`src/rtl/inst_seq_ctrl_pkg.sv`:
```
// rtl/inst_seq_ctrl_pkg.sv - shared state encodings and defaults for the instruction sequencer
package inst_seq_ctrl_pkg;

  typedef enum logic [2:0] {
    ST_IDLE      = 3'd0,
    ST_PAUSE     = 3'd1,
    ST_FETCH     = 3'd2,
    ST_ISSUE     = 3'd3,
    ST_WAIT_DONE = 3'd4,
    ST_NEXT      = 3'd5,
    ST_HALTED    = 3'd6,
    ST_ERR       = 3'd7
  } seq_state_t;

  // Word that terminates a program; it is fetched but never issued.
  localparam logic [15:0] HALT_WORD_DEFAULT = 16'hFFFF;

  // Fetch wait counter only has to reach MEM_LAT (at most 3).
  localparam int FETCH_CNT_W = 2;

  // States in which the sequencer is parked and accepts a start pulse.
  function automatic logic is_parked(input seq_state_t s);
    return (s == ST_IDLE) || (s == ST_HALTED) || (s == ST_ERR);
  endfunction

endpackage

```
`src/rtl/inst_seq_ctrl_cycle_timer.sv`:
```
// rtl/inst_seq_ctrl_cycle_timer.sv - clearable up-counter that stops at a terminal count
module cycle_timer #(
  parameter int W    = 4,
  parameter int TERM = 1
) (
  input  logic clk,
  input  logic reset_n,
  input  logic clr,
  input  logic en,
  output logic tc
);

  logic [W-1:0] count;

  assign tc = (count == W'(TERM));

  // Count enabled cycles from zero; hold once the terminal value is reached.
  always_ff @(posedge clk or negedge reset_n) begin
    if (!reset_n) begin
      count <= '0;
    end else if (clr) begin
      count <= '0;
    end else if (en && !tc) begin
      count <= count + 1'b1;
    end
  end

endmodule

```
`src/rtl/inst_seq_ctrl.sv`:
```
// rtl/inst_seq_ctrl.sv - walks instruction memory, issues each word with a run pulse, waits for done
module inst_seq_ctrl
  import inst_seq_ctrl_pkg::*;
#(
  parameter int                ADDR_W    = 5,
  parameter int                DATA_W    = 16,
  parameter int                MEM_LAT   = 1,
  parameter int                TIMEOUT   = 15,
  parameter logic [DATA_W-1:0] HALT_WORD = DATA_W'(HALT_WORD_DEFAULT),
  parameter int                WRAP      = 0
) (
  input  logic              clk,
  input  logic              reset_n,
  input  logic              start,
  input  logic              step_mode,
  input  logic              step,
  output logic [ADDR_W-1:0] mem_addr,
  input  logic [DATA_W-1:0] mem_q,
  output logic [DATA_W-1:0] din,
  output logic              run,
  input  logic              done,
  output logic              busy,
  output logic              halted,
  output logic              error,
  output logic [ADDR_W:0]   instr_count
);

  localparam int TIMER_W = (TIMEOUT > 1) ? $clog2(TIMEOUT) : 1;
  localparam logic [ADDR_W-1:0] ADDR_LAST = '1;
  localparam logic [ADDR_W:0]   COUNT_MAX = '1;

  seq_state_t state;
  seq_state_t state_nx;
  logic       fetch_tc;
  logic       wait_tc;
  logic       fetch_clr;
  logic       wait_clr;
  logic       wait_en;

  // Fetch timer runs only while in FETCH; its terminal count marks the last fetch edge.
  assign fetch_clr = (state != ST_FETCH);

  // Timeout timer is zero on entry to WAIT_DONE and advances on each cycle without done.
  assign wait_clr = (state != ST_WAIT_DONE);
  assign wait_en  = !done;

  cycle_timer #(
    .W    (FETCH_CNT_W),
    .TERM (MEM_LAT)
  ) u_fetch_timer (
    .clk     (clk),
    .reset_n (reset_n),
    .clr     (fetch_clr),
    .en      (1'b1),
    .tc      (fetch_tc)
  );

  cycle_timer #(
    .W    (TIMER_W),
    .TERM (TIMEOUT - 1)
  ) u_wait_timer (
    .clk     (clk),
    .reset_n (reset_n),
    .clr     (wait_clr),
    .en      (wait_en),
    .tc      (wait_tc)
  );

  // State register.
  always_ff @(posedge clk or negedge reset_n) begin
    if (!reset_n) begin
      state <= ST_IDLE;
    end else begin
      state <= state_nx;
    end
  end

  // Next-state decode; done is checked before the timeout so a coincident done wins.
  always_comb begin
    state_nx = state;
    case (state)
      ST_IDLE, ST_HALTED, ST_ERR: begin
        if (start) state_nx = step_mode ? ST_PAUSE : ST_FETCH;
      end
      ST_PAUSE: begin
        if (step) state_nx = ST_FETCH;
      end
      ST_FETCH: begin
        if (fetch_tc) state_nx = (mem_q == HALT_WORD) ? ST_HALTED : ST_ISSUE;
      end
      ST_ISSUE: begin
        state_nx = ST_WAIT_DONE;
      end
      ST_WAIT_DONE: begin
        if (done)         state_nx = ST_NEXT;
        else if (wait_tc) state_nx = ST_ERR;
      end
      ST_NEXT: begin
        if ((mem_addr != ADDR_LAST) || (WRAP != 0)) state_nx = step_mode ? ST_PAUSE : ST_FETCH;
        else                                        state_nx = ST_HALTED;
      end
      default: state_nx = ST_IDLE;
    endcase
  end

  // Address, instruction latch and completion counter.
  always_ff @(posedge clk or negedge reset_n) begin
    if (!reset_n) begin
      mem_addr    <= '0;
      din         <= '0;
      instr_count <= '0;
    end else begin
      case (state)
        ST_IDLE, ST_HALTED, ST_ERR: begin
          if (start) begin
            mem_addr    <= '0;
            instr_count <= '0;
          end
        end
        ST_FETCH: begin
          if (fetch_tc) din <= mem_q;
        end
        ST_WAIT_DONE: begin
          if (done && (instr_count != COUNT_MAX)) instr_count <= instr_count + 1'b1;
        end
        ST_NEXT: begin
          if (mem_addr != ADDR_LAST) mem_addr <= mem_addr + 1'b1;
          else if (WRAP != 0)        mem_addr <= '0;
        end
        default: ;
      endcase
    end
  end

  assign run    = (state == ST_ISSUE);
  assign busy   = !is_parked(state);
  assign halted = (state == ST_HALTED);
  assign error  = (state == ST_ERR);

endmodule

```
`config.mk`:
```
export PLATFORM = sky130hd
export DESIGN_NAME = inst_seq_ctrl
export DESIGN_NICKNAME = d
export VERILOG_FILES = /design/src/rtl/inst_seq_ctrl_pkg.sv /design/src/rtl/inst_seq_ctrl_cycle_timer.sv /design/src/rtl/inst_seq_ctrl.sv
export SDC_FILE = /design/constraint.sdc
export NUM_CORES = 1
export LEC_CHECK = 0
export ABC_CLOCK_PERIOD_IN_PS = 6800
export CAP_MARGIN = 25
export CORE_MARGIN = 4
export CORE_UTILIZATION = 52
export DETAILED_ROUTE_END_ITERATION = 10
export PLACE_DENSITY = 0.85
export SYNTH_ARGS = -nofsm -noshare
export SYNTH_HDL_FRONTEND = slang
export SYNTH_SLANG_ARGS = --single-unit
```
`constraint.sdc`:
```
create_clock -name clk -period 6.8 [get_ports clk]
set_input_delay 1.02 -clock clk [delete_from_list [all_inputs] [get_ports clk]]
set_output_delay 1.02 -clock clk [all_outputs]
set_load 0.005 [all_outputs]
```
# --- Word-level counts from Yosys, hierarchy flattened ---
# Cells that the tools add are included.
# Widths: inputs -> output; s select.
op_classes:
  add_sub_neg: 4
  n_eq_ne: 21
  n_mux: 19
  n_reduce_logical: 16
op_table:
  columns: ["operator", "count"]
  rows:
  - ["$mux 3", 7]
  - ["$pmux 3 s6", 1]
  - ["$eq 16x16->1 const B", 1]
  - ["$eq 3x3->1 const B", 4]
  - ["$mux 6", 2]
  - ["$pmux 6 s2", 1]
  - ["$mux 5", 2]
  - ["$ne 2x2->1 const B", 5]
  - ["$pmux 5 s2", 1]
  - ["$mux 4", 2]
  - ["$add 6x1->6 const B", 1]
  - ["$eq 3x2->1 const B", 2]
  - ["$mux 2", 3]
  - ["$ne 3x2->1 const B", 2]
  - ["$ne 6x6->1 const B", 1]
  - ["$reduce_and 3->1", 2]
  - ["$reduce_bool 2->1", 3]
  - ["$add 5x1->5 const B", 1]
  - ["$ne 5x5->1 const B", 1]
  - ["$add 4x1->4 const B", 1]
  - ["$eq 4x4->1 const B", 1]
  - ["$reduce_and 4->1", 1]
  - ["$eq 3x1->1 const B", 1]
  - ["$logic_not 1->1", 3]
  - ["9 further kinds", 11]
totals:
  regBits: 36
  inputBits: 22
  output_inout_bits: 31
  wordCells: 66

# --- Longest topological paths before layout ---
depth:
  word_depth: 5
  mapped_depth: 7

# --- Cells and area by module ---
# From an unflattened synthesis, not the netlist that was laid out.
hier_totals:
  hier_cells: 200
  hier_area_um2: 2023.2
by_module_without_submodules:
  columns: ["module", "n_inst", "cells_each", "area_per_inst_um2"]
  rows:
  - ["inst_seq_ctrl", 1, 166, 1687.9]
  - ["cycle_timer (u_wait_timer)", 1, 24, 221.5]
  - ["cycle_timer (u_fetch_timer)", 1, 10, 113.9]

# --- Worst setup path before layout ---
# OpenSTA, ideal clock, no wires.
synth_path:
  path_type: "register to register"
  startpoint: "register mem_addr[0]"
  endpoint: "register mem_addr[2]"
  setup_time_ns: 0.125
  arrival_time_ns: 2.032
  required_time_ns: 6.675
  path_slack_ns: 4.644
  stages_incl_launch_ff: 8
  path_buffers: 0
  period_less_slack_ns: 2.156
  path_cell_list: "dfrtp_1 -> ha_1 -> and3_1 -> ha_1 -> and4b_1 -> or2_2 -> nor4b_1 -> mux2_2"
synth_via:
  elab_chain_len: 3
synth_rtl:
  columns: ["item", "line", "text"]
  rows:
  - ["from (decl)", "inst_seq_ctrl.sv:17", "output logic [ADDR_W-1:0] mem_addr,"]
  - ["from (signal assigned)", "inst_seq_ctrl.sv:127", "if (mem_addr != ADDR_LAST) mem_addr <= mem_addr + 1'b1;"]
  - ["$add 5x1->5 or $ne 5x5->1 (tied branches)", "inst_seq_ctrl.sv:127", null]
  - ["$mux 5 or $ne 2x2->1 (tied branches)", null, null]
  - ["$pmux 5 s2 or $reduce_and 3->1 (tied branches)", null, null]
# Parallel ways exist; a longest one is shown, timed or not. The select of a mux whose other input is x is not followed.
# A chain may end at the register's enable or synchronous reset.

# --- Worst setup path in the final report ---
layout_path:
  startpoint: "register state[0]"
  endpoint: "output run"
layout_via:
  elab_chain_len: 1
layout_rtl:
  columns: ["item", "line", "text"]
  rows:
  - ["from (decl)", "inst_seq_ctrl.sv:32", "seq_state_t state;"]
  - ["from (signal assigned)", "inst_seq_ctrl.sv:74", "state <= state_nx;"]
  - ["$eq 3x2->1", "inst_seq_ctrl.sv:135", "assign run = (state == ST_ISSUE);"]
  - ["to (decl)", "inst_seq_ctrl.sv:20", "output logic run,"]
# No other way between the ends.

==> results.toml <==
[route]
met3WireLength_microns = 430
routed_wirelength_microns = 4320
vias_per_cell = 5.73
dr_total_vias = 1724
wl_met2_microns = 1940
initialDrtViolationCount = 116
route.top_layer_used = "met4"
wl_per_cell_microns = 14.3
number_of_drc_violations_after_detailed_routing = 0
iteration_count_of_the_initial_detailed_routing_pass = 4
detailed_route_wire_length_on_metal_1_microns = 1900
ant_nets = 0

[layout]
final.fill_count = 288
layout.nets = 281
multi_input_area_sq_mm = 0.00104
seqCellArea_sq_um = 901
diodes = 0
fin_cells = 301
drive_gt1_share_pct = 13.8
syn2layout_area_growth_pct = 30.8

[critical_path]
cp-start-kind = "flip-flop"
setup.worst_path.class = "flip-flop to output pin"
cp_top_family = "flip-flops"
worst-path-buf-inv = 1
critical_path_arrival_ns = 1.95
setup.worst_path.end_class = "output pin"
critical_path.max_fanout = 20
critical_path_required_ns = 5.78
slowest_stage = "sky130_fd_sc_hd__dfrtp_1"
crit_path_max_incr_delay_ns = 0.69
timing.critical_path.cells = "nor2b_1 -> and2_1 -> clkdlybuf4s50_1"

[synthesis]
yosys.area.top_type = "sky130_fd_sc_hd__dfrtp_1"
postSynthNetCount = 230
synth-seq-cells = 36
ys.flop_type = "sky130_fd_sc_hd__dfrtp_1"
async_reset_ff_share_pct = 100
yosysTopAreaCellShare_pct = 44.2
synth_sequential_area_ratio_pct = 44.2
synth.top_cells.by_area = "sky130_fd_sc_hd__dfrtp_1 (44%), sky130_fd_sc_hd__mux2_2 (11%), sky130_fd_sc_hd__ha_1 (4.3%), sky130_fd_sc_hd__nand4_1 (2.5%), sky130_fd_sc_hd__nor2_1 (2.4%)"
yosysWarnings = 0
syn-cell-area_sq_mm = 0.00204
syn_area_per_cell_sq_um = 10.1
post_synth_inst_count = 201
distinct_cell_type_count_of_the_synthesized_netlist = 45
post_synth_edffs = 0

[timing]
totalNegativeSetupSlack_ns = 0
drv_slew = 0
setup_violations = 0
hold_ws_ns = 0.509
timing.final.crit_period_ns = 2.97
timing.max_slew.rel_slack_pct = 55.3
rsz_0062_raised_after_global_routing = "no"
report.final.hold_viol_count = 0
final_min_period_over_clock_period_pct = 43.7
achievable-frequency_mhz = 337
finClkSkew_ns = 0.00581
tightest_slew_ns = 0.671

[cts]
cts_num_sinks = 36
clockRootBuffer = "sky130_fd_sc_hd__clkbuf_8"
cts.path.max_buffers = 2
hold_buffers = 0
worst_setup_hold_path_clk_slew_ns = 0.07
post_cts_resize_count = 0
cts_htree_levels = 2
post_cts.repair.setup_buffers = 0
clock_latency_ns = 0.28
cts_buffer_count = 5
tritoncts = "built"

[grt]
grt_pass1_vias = 1625
grtUsageTotal_pct = 18.4
first_pass_grt_wire_length_microns = 7360
global_route.overflow_total = 0
grt_max_degree = 37
initial_antenna_violation_count = 0

[placement]
gp_routability_congestion = 0.865
count_of_input_and_output_buffers = 52
detailed_place_hpwl_microns = 3200
place.detailed.instances = 293

[floorplan]
floorplan.die_area_sq_mm = 0.00498
initial_util_pct = 54.8
top_level_ports = 53
core_ar_sq_mm = 0.00372
std_cell_rows = 22
die_width_microns = 70.6
fp.dieH_microns = 70.6

[run]
max_cap_violations = 0

[run_status]
run_status = "complete, no violations"

[pwr]
powerDensity_mw_per_mm2 = 354
worst_ir_drop_vdd_v = 0.000205
p_leak_nw = 1.14

[hold_path]
min_path_type = "flip-flop to flip-flop"
## where the power goes
group / total [W] / switching [W] / internal [W]
sequential: 0.000353 / 0.0000725 / 0.000280
clock: 0.000156 / 0.0000741 / 0.0000823
combinational: 0.000434 / 0.000181 / 0.000253
## worst reg2reg max path, cell delays in order (launching register included)
cell	delay (ns)
sky130_fd_sc_hd__dfrtp_1	0.73
sky130_fd_sc_hd__ha_1	0.38
sky130_fd_sc_hd__nor3b_1	0.09
sky130_fd_sc_hd__or2_2	0.33
sky130_fd_sc_hd__nor4b_1	0.30
sky130_fd_sc_hd__mux2_2	0.37
## synthesized netlist by cell type (2+ instances only)
cell                       number
sky130_fd_sc_hd__a41oi_1        3
sky130_fd_sc_hd__a31o_2         2
sky130_fd_sc_hd__clkbuf_1       2
sky130_fd_sc_hd__nand2b_1       4
sky130_fd_sc_hd__xor2_1         3
sky130_fd_sc_hd__mux2i_1        3
sky130_fd_sc_hd__and3_1         7
sky130_fd_sc_hd__a31oi_1        5
sky130_fd_sc_hd__and2_1         2
sky130_fd_sc_hd__a21oi_1        9
sky130_fd_sc_hd__mux2_2        20
sky130_fd_sc_hd__ha_1           7
sky130_fd_sc_hd__nor3_1         2
sky130_fd_sc_hd__buf_2          4
sky130_fd_sc_hd__o31ai_1        3
sky130_fd_sc_hd__nor2_1        13
sky130_fd_sc_hd__nor3b_1        2
sky130_fd_sc_hd__nand4_1        8
sky130_fd_sc_hd__dfrtp_1       36
sky130_fd_sc_hd__inv_1         11
sky130_fd_sc_hd__o21ai_0        9
sky130_fd_sc_hd__nand3_1        7
sky130_fd_sc_hd__a22oi_1        2
sky130_fd_sc_hd__nand2_1        9
sky130_fd_sc_hd__nor2b_1        7
sky130_fd_sc_hd__buf_4          2
## sequential cells by signal (all words and copies together) (netlist names)
signal               flops
din                     16
instr_count              6
mem_addr                 5
u_wait_timer.count       4
state                    3
u_fetch_timer.count      2
## cells by family after synthesis
group           Yosys count  synth area share, %
mux                      23                 12.5
simple gates             70                 19.3
buf+inv                  20                 4.67
compound gates           41                 13.3
flops                    36                 44.2
xor+xnor                  4                 1.72
fa+ha+maj                 7                 4.30
## cell usage in the layout, fill, tap and decap left out, types with 2 or more instances in the layout
cell / instances
sky130_fd_sc_hd__a21oi_1: 9
sky130_fd_sc_hd__o31ai_1: 3
sky130_fd_sc_hd__dfrtp_1: 36
sky130_fd_sc_hd__a31o_2: 2
sky130_fd_sc_hd__clkdlybuf4s50_1: 52
sky130_fd_sc_hd__and2_1: 2
sky130_fd_sc_hd__clkbuf_8: 6
sky130_fd_sc_hd__a31oi_1: 5
sky130_fd_sc_hd__nand3_1: 7
sky130_fd_sc_hd__a22oi_1: 2
sky130_fd_sc_hd__xor2_1: 3
sky130_fd_sc_hd__nor3b_1: 2
sky130_fd_sc_hd__mux2_2: 20
sky130_fd_sc_hd__inv_1: 11
sky130_fd_sc_hd__a41oi_1: 3
sky130_fd_sc_hd__ha_1: 7
sky130_fd_sc_hd__mux2i_1: 3
sky130_fd_sc_hd__o21ai_0: 9
sky130_fd_sc_hd__nor2_1: 13
sky130_fd_sc_hd__nor3_1: 2
sky130_fd_sc_hd__nand2_1: 9
sky130_fd_sc_hd__nand4_1: 8
sky130_fd_sc_hd__nand2b_1: 4
sky130_fd_sc_hd__nor2b_1: 7
sky130_fd_sc_hd__and3_1: 7
## worst paths after layout
| path | slack [ns] | from | endpoint | depth (start not counted) |
|---|---|---|---|---|
| worst min-delay path | 0.51 | din[13] | din[13] | 1 |
| worst max-delay path | 3.83 | state[0] | run | 3 |
| worst min register to register | 0.51 | din[13] | din[13] | 1 |
| max in group asynchronous | 5.33 | reset_n | u_fetch_timer.count[1] | 2 |
| min in group asynchronous | 1.15 | reset_n | instr_count[3] | 2 |
| worst max register to register | 4.49 | state[1] | mem_addr[2] | 5 |
## metal layers
metal | global-route usage [%] | up-vias
met2 | 29.0 | 69
li1 | - | 835
met4 | 6.26 | 0
met3 | 7.24 | 5
met5 | 0 | -
met1 | 23.2 | 815
## cell type report
type | instances | share of cell area (%)
clock buffers | 7 | 3.24
clock inverters | 1 | 0.282
inverters | 11 | 1.55
multi-input cells | 145 | 39.1
flip-flops and latches | 36 | 33.8
well taps | 48 | 2.25
repair buffers | 53 | 19.8
## through the flow
step / setup WS (ns) / power, W / cell area [sq um] / util, %
CTS: 3.83 / 0.000954 / 2670 / 71.7
global placement: 3.96 / 0.000783 / 2570 / 69.2
finish: 3.83 / 0.000943 / 2670 / 71.7
floorplan: 4.64 / 0.000611 / 2040 / -
detailed placement: 3.93 / 0.000792 / 2570 / 69.2
global route: 3.67 / 0.00102 / 2670 / 71.7
Power figures use the tool's default switching activity.
